==> src/rtl/b10_pkg.sv <==
// Shared definitions for the b10 voting-terminal controller.
// Latency: n/a (types and constants only).
// Backpressure: n/a.
package b10_pkg;

    localparam int VWIDTH = 4;

    // Controller states; encoding values are architecturally visible.
    typedef enum logic [3:0] {
        STARTUP  = 4'd0,
        STANDBY  = 4'd1,
        GET_IN   = 4'd2,
        START_TX = 4'd3,
        SEND     = 4'd4,
        TX_2_RX  = 4'd5,
        RECEIVE  = 4'd6,
        RX_2_TX  = 4'd7,
        TEST     = 4'd8
    } state_t;

    // Outgoing word: vote bits {voto3..voto0} masked with the session sign.
    function automatic logic [VWIDTH-1:0] encode_vote(
        input logic [VWIDTH-1:0] voto,
        input logic [VWIDTH-1:0] sign
    );
        return voto ^ sign;
    endfunction

endpackage

==> src/rtl/b10_voting_if.sv <==
// Serial-link side of the voting terminal: vote transmit (rtr/cts) and sign receive (rts/ctr).
// Latency: n/a (wiring only).
// Backpressure: four-phase level handshakes, no timeouts.
//
// Signals:
//   rtr   remote ready-to-receive           (link -> controller)
//   cts   clear-to-send acknowledge          (controller -> link)
//   rts   remote request-to-send            (link -> controller)
//   ctr   clear-to-receive acknowledge       (controller -> link)
//   v_in  incoming sign / test data word     (link -> controller)
//   v_out outgoing encoded vote word         (controller -> link)
interface b10_voting_if;
    import b10_pkg::*;

    logic              rtr;
    logic              cts;
    logic              rts;
    logic              ctr;
    logic [VWIDTH-1:0] v_in;
    logic [VWIDTH-1:0] v_out;

    // Controller side.
    modport master (
        input  rtr, rts, v_in,
        output cts, ctr, v_out
    );

    // Remote link side.
    modport slave (
        output rtr, rts, v_in,
        input  cts, ctr, v_out
    );

endinterface

==> src/rtl/b10_voting.sv <==
// Voting-terminal controller: collects a vote, sends it sign-masked, then receives a new sign.
// Latency: one clock from a request level change to the acknowledge change; all outputs registered.
// Backpressure: waits indefinitely on rtr (send) and rts (receive); no timeouts.
//
// Ports:
//   clock     rising-edge system clock
//   reset     synchronous active-low reset
//   r_button  red button level (rising edge toggles vote bit 2 in GET_IN)
//   g_button  green button level (rising edge toggles vote bit 1 in GET_IN)
//   key       voter key present
//   start     vote session enable
//   test      test-mode request, sampled in STARTUP/TEST
//   __obs     observation strobe, no functional effect
//   link      serial-link handshake bundle (master side)
module b10_voting
    import b10_pkg::*;
(
    input  logic          clock,
    input  logic          reset,
    input  logic          r_button,
    input  logic          g_button,
    input  logic          key,
    input  logic          start,
    input  logic          test,
    input  logic          __obs,
    b10_voting_if.master  link
);

    state_t            state;
    logic [VWIDTH-1:0] voto;      // {voto3 parity, voto2 red, voto1 green, voto0 key}
    logic [VWIDTH-1:0] sign;
    logic              last_g;
    logic              last_r;
    logic              cts_q;
    logic              ctr_q;
    logic [VWIDTH-1:0] v_out_q;

    // The observation strobe is deliberately left without any functional effect.
    logic unused_obs;
    assign unused_obs = __obs;

    assign link.cts   = cts_q;
    assign link.ctr   = ctr_q;
    assign link.v_out = v_out_q;

    always_ff @(posedge clock) begin
        if (!reset) begin
            state   <= STARTUP;
            voto    <= '0;
            sign    <= '0;
            last_g  <= 1'b0;
            last_r  <= 1'b0;
            cts_q   <= 1'b0;
            ctr_q   <= 1'b0;
            v_out_q <= '0;
        end else begin
            case (state)
                STARTUP: begin
                    voto  <= '0;
                    cts_q <= 1'b0;
                    ctr_q <= 1'b0;
                    if (test) begin
                        state <= TEST;
                    end else begin
                        sign  <= '0;
                        state <= STANDBY;
                    end
                end

                TEST: begin
                    // Test data doubles as the session sign.
                    v_out_q <= link.v_in;
                    sign    <= link.v_in;
                    if (!test) state <= STANDBY;
                end

                STANDBY: begin
                    cts_q <= link.rtr;
                    if (start) begin
                        voto   <= '0;
                        // Seed edge detectors so a button already held does not count.
                        last_g <= g_button;
                        last_r <= r_button;
                        state  <= GET_IN;
                    end
                end

                GET_IN: begin
                    if (!start) begin
                        state <= START_TX;
                    end else if (key) begin
                        voto[0] <= 1'b1;
                        if (g_button && !last_g) voto[1] <= ~voto[1];
                        if (r_button && !last_r) voto[2] <= ~voto[2];
                    end else begin
                        // Key removed: discard the vote in progress.
                        voto[2:0] <= '0;
                    end
                    last_g <= g_button;
                    last_r <= r_button;
                end

                START_TX: begin
                    voto[3] <= voto[1] ^ voto[2];
                    state   <= SEND;
                end

                SEND: begin
                    if (link.rtr) begin
                        v_out_q <= encode_vote(voto, sign);
                        cts_q   <= 1'b1;
                        state   <= TX_2_RX;
                    end
                end

                TX_2_RX: begin
                    if (!link.rtr) begin
                        cts_q <= 1'b0;
                        state <= RECEIVE;
                    end
                end

                RECEIVE: begin
                    if (link.rts) begin
                        sign  <= link.v_in;
                        ctr_q <= 1'b1;
                        state <= RX_2_TX;
                    end
                end

                RX_2_TX: begin
                    if (!link.rts) begin
                        ctr_q <= 1'b0;
                        state <= STANDBY;
                    end
                end

                default: begin
                    state   <= STARTUP;
                    cts_q   <= 1'b0;
                    ctr_q   <= 1'b0;
                    v_out_q <= '0;
                end
            endcase
        end
    end

endmodule

==> src/flat_wrapper.sv <==
// flat-port wrapper written by rule: the top's interface ports become plain ports
module b10_voting_flat import b10_pkg::*;
  (clock, reset, r_button, g_button, key, start, test, __obs, link_rtr, link_rts, link_v_in, link_cts, link_ctr, link_v_out);
  b10_voting_if link_i ();
  input  logic clock;
  input  logic reset;
  input  logic r_button;
  input  logic g_button;
  input  logic key;
  input  logic start;
  input  logic test;
  input  logic __obs;
  input wire logic [$bits(link_i.rtr)-1:0] link_rtr;
  input wire logic [$bits(link_i.rts)-1:0] link_rts;
  input wire logic [$bits(link_i.v_in)-1:0] link_v_in;
  output wire logic [$bits(link_i.cts)-1:0] link_cts;
  output wire logic [$bits(link_i.ctr)-1:0] link_ctr;
  output wire logic [$bits(link_i.v_out)-1:0] link_v_out;
  assign link_i.rtr = link_rtr;
  assign link_i.rts = link_rts;
  assign link_i.v_in = link_v_in;
  assign link_cts = link_i.cts;
  assign link_ctr = link_i.ctr;
  assign link_v_out = link_i.v_out;
  b10_voting u_core (.clock(clock), .reset(reset), .r_button(r_button), .g_button(g_button), .key(key), .start(start), .test(test), .__obs(__obs), .link(link_i));
endmodule
==> config.mk <==
export PLATFORM = sky130hd
export DESIGN_NAME = b10_voting_flat
export DESIGN_NICKNAME = d
export VERILOG_FILES = /design/src/rtl/b10_pkg.sv /design/src/rtl/b10_voting_if.sv /design/src/rtl/b10_voting.sv /design/src/flat_wrapper.sv
export SDC_FILE = /design/constraint.sdc
export NUM_CORES = 1
export LEC_CHECK = 0
export BUFFER_PORTS_ARGS = -buffer_cell sky130_fd_sc_hd__buf_2
export CAP_MARGIN = 20
export CORE_UTILIZATION = 45
export CTS_CLUSTER_SIZE = 8
export DETAILED_ROUTE_END_ITERATION = 16
export PLACE_DENSITY = 0.74
export SYNTH_ARGS = -nofsm -noshare
export SYNTH_HDL_FRONTEND = slang
export SYNTH_SLANG_ARGS = --single-unit
==> constraint.sdc <==
create_clock -name clock -period 3.5 [get_ports clock]
set_input_delay 0.35 -clock clock [delete_from_list [all_inputs] [get_ports clock]]
set_output_delay 0.35 -clock clock [all_outputs]
set_load 0.005 [all_outputs]
==> flow_metrics.env <==
export IMPL_avgRoutedWirePerCell_um=13.9
export IMPL_post_cts_buffers=0
export IMPL_use_met2_pct=26.2
export IMPL_yosys_area_share_xor_xnor_pct=4.09
export IMPL_maxCapViolCount=0
export IMPL_syn_to_final_growth_pct=6.63
export IMPL_drtIter0Drc=29
export IMPL_clkSinkCount=20
export IMPL_synthCells=141
export IMPL_rows=19
export IMPL_postPlaceCellArea_sq_mm=0.00133
export IMPL_wl_mm=2.55
export IMPL_fin_skew_ps=4.75
export IMPL_yosysMostFrequentCell="dfxtp_1"
export IMPL_period_share_pct=56.3
export IMPL_synth_compound_area_share_pct=27.1
export IMPL_cts_htree_levels=1
export IMPL_hold_viol_final=0
export IMPL_grt_usage_pct=17.0
export IMPL_place_ws_ps=1530
export IMPL_min_delay_start="link_v_in[3]"
export IMPL_stdcell_count=183
export IMPL_grt_pass1_vias=943
export IMPL_reg2reg_from="u_core.state[1]"
export IMPL_yosys_area_top_type="dfxtp_1"
export IMPL_rsz0062_at_grt="false"
export IMPL_critPathArrivalTime_ps=2190
export IMPL_vias=1084
export IMPL_reg2reg_slack_ps=1530
export IMPL_grtUsageMet3_pct=3.28
export IMPL_critPathLaunch="u_core.state[1]"
export IMPL_slew_violations=0
export IMPL_cts_buffers=3
export IMPL_final_area_sq_mm=0.00137
export IMPL_final_util_pct=50.1
export IMPL_ant_nets=0
export IMPL_muxShareOfSynthArea_pct=3.90
export IMPL_synthAdderAreaFrac_pct=0.780
export IMPL_synth_top_area_share_pct=31.2
export IMPL_num_io_pins=20
export IMPL_grt_use_met1_pct=23.7
export IMPL_seq_area_frac_synth_pct=31.2
export IMPL_syn_nets=155
export IMPL_slew_headroom_pct=42.6
export IMPL_dp_cells=179
export IMPL_synth_top_family_by_area="compound AO/OA/AOI/OAI gates"
export IMPL_root_buffer="clkbuf_4"
export IMPL_viasPerCell=5.92
export IMPL_tightest_slew_ps=860
export IMPL_cts_tree="done"
export IMPL_hold_ws_ps=278
export IMPL_setup_slack_ps=1530
export IMPL_antennaDiodeCount=0
export IMPL_start_kind="flop"
export IMPL_post_route_drc_count=0
export IMPL_holdPathStages=3
export IMPL_fp_dieArea_sq_mm=0.00307
export IMPL_setup_violations=0
export IMPL_grt_max_degree=28
export IMPL_routabilityCongestion=0.732
export IMPL_ys_types=50
export IMPL_yosys_warnings=0
export IMPL_synth_common_cells="20 x dfxtp_1, 10 x nand2_1, 7 x o21ai_0"
export IMPL_crit_chain="mux2i_1 -> nor3_1 -> a221o_1 -> a32o_1"
export IMPL_reg2reg_depth=4
export IMPL_grt_pass1_wl_mm=4.24
export IMPL_clk_latency_ps=310
export IMPL_port_buffers=18
export IMPL_start_util_pct=47.0
export IMPL_grt_busiest_layer="met2"
export IMPL_p_per_area_mw_per_mm2=565
export IMPL_avgSynthCellArea_sq_um=9.10
export IMPL_synthTopCellsByArea="dfxtp_1 31%, mux2i_1 3.9%, buf_6 3.5%"
export IMPL_cpMaxStageDelayCell="dfxtp_1"
export IMPL_grt_ovfl_total=0
export IMPL_worstReg2RegEnd="u_core.state[0]"
export IMPL_worst_setup_path_type="flop to flop"
export IMPL_cp_endpoint="u_core.state[0]"
export IMPL_drive_gt1_share_pct=20.4
export IMPL_synthArstFlopShare_pct=0
export IMPL_post_dp_hpwl_mm=1.74
export IMPL_netlist_area_sq_mm=0.00128
export IMPL_nets=167
export IMPL_cts_buffer_depth=2
export IMPL_cpPeakStageDelay_ps=900
export IMPL_cp_end_kind="flop"
export IMPL_required_ps=3720
export IMPL_synth_ff_latch_count=20
export IMPL_synth_main_ff_cell="dfxtp_1"
export IMPL_ctsHoldBuffers=0
export IMPL_antenna_found_initial=0
export IMPL_crit_fanout=27
export IMPL_fmax_mhz=508
export IMPL_core_region_area_sq_mm=0.00273
export IMPL_min_delay_path_class="primary input to flop"
export IMPL_fp_dieW_um=55.4
export IMPL_p_leak_nw=0.576
export IMPL_min_period_ps=1970
export IMPL_first_pass_iters=4
export IMPL_path_clk_slew_ps=120
export IMPL_total_power_mw=0.774
export IMPL_die_y_um=55.4
export IMPL_outcome="finished, final reports clean"
export IMPL_synth_edf_count=0
export IMPL_synthSimpleGateAreaFrac_pct=25.8
export IMPL_cts_resized=0
export IMPL_tns_ps=0
export IMPL_vdd_ir_drop_max_v=0.000324
[power by group]
group / internal, mW / switching [mW]
sequential: 0.265 / 0.0942
combinational: 0.147 / 0.130
clock: 0.0635 / 0.0736
[final cells by class]
class / instances / area [sq um]
Timing Repair Buffer: 18 / 90.1
Fill cell: 248 / 1370
Inverter: 3 / 11.3
Clock buffer: 4 / 36.3
Multi-Input combinational cell: 107 / 792
Tap cell: 31 / 38.8
Sequential cell: 20 / 400
[per-layer routing]
layer	share of wire [%]	vias to the layer above
li1	-	548
met1	47	504
met2	48	27
met3	4.3	5
met4	1.6	0
met5	0	-
[state kept, by name (all words and copies together), names as in the netlist]
| name | cells |
|---|---|
| u_core.last_g | 1 |
| u_core.last_r | 1 |
| u_core.link.ctr | 1 |
| u_core.link.cts | 1 |
| u_core.link.v_out | 4 |
| u_core.sign | 4 |
| u_core.state | 4 |
| u_core.voto | 4 |
[worst max-delay path: cells and delay by family, from the launching register on]
kind               cells  cell delay [ps]
and+or+nand+nor        1              100
AOI/OAI and AO/OA      2              540
DFF                    1              900
muxes                  1              340
[cells in the final DEF (no fill, tap or decap), types with 3 or more instances in the layout]
master    synthesis  layout
dfxtp_1          20      20
nand2b_1          3       3
nor2_1            5       5
inv_1             3       3
clkbuf_4          0       3
a21oi_1           5       5
a21boi_0          3       3
a22oi_1           4       4
xor2_1            5       5
o21a_1            3       3
nor3_1            3       3
nor2b_1           5       5
mux2i_1           5       5
o21ai_0           7       7
o211a_1           4       4
a21boi_1          5       5
buf_2             4      18
nand2_1          10      10
[how the worst min path moves through the flow]
| stage | to | slack (ps) |
|---|---|---|
| 2_1_floorplan | u_core.voto[3] | 460 |
| 3_3_place_gp | u_core.link.ctr | 460 |
| 3_5_place_dp | u_core.voto[3] | 470 |
| 4_1_cts | u_core.sign[3] | 280 |
| 5_1_grt | u_core.sign[0] | 290 |
| 6_report | u_core.sign[3] | 280 |
[kinds of logic after synthesis]
group | count (synthesis)
simple gates | 49
compound gates | 46
flops | 20
buf+inv | 14
xor+xnor | 6
mux | 5
fa+ha+maj | 1
Power figures use the tool's default switching activity.
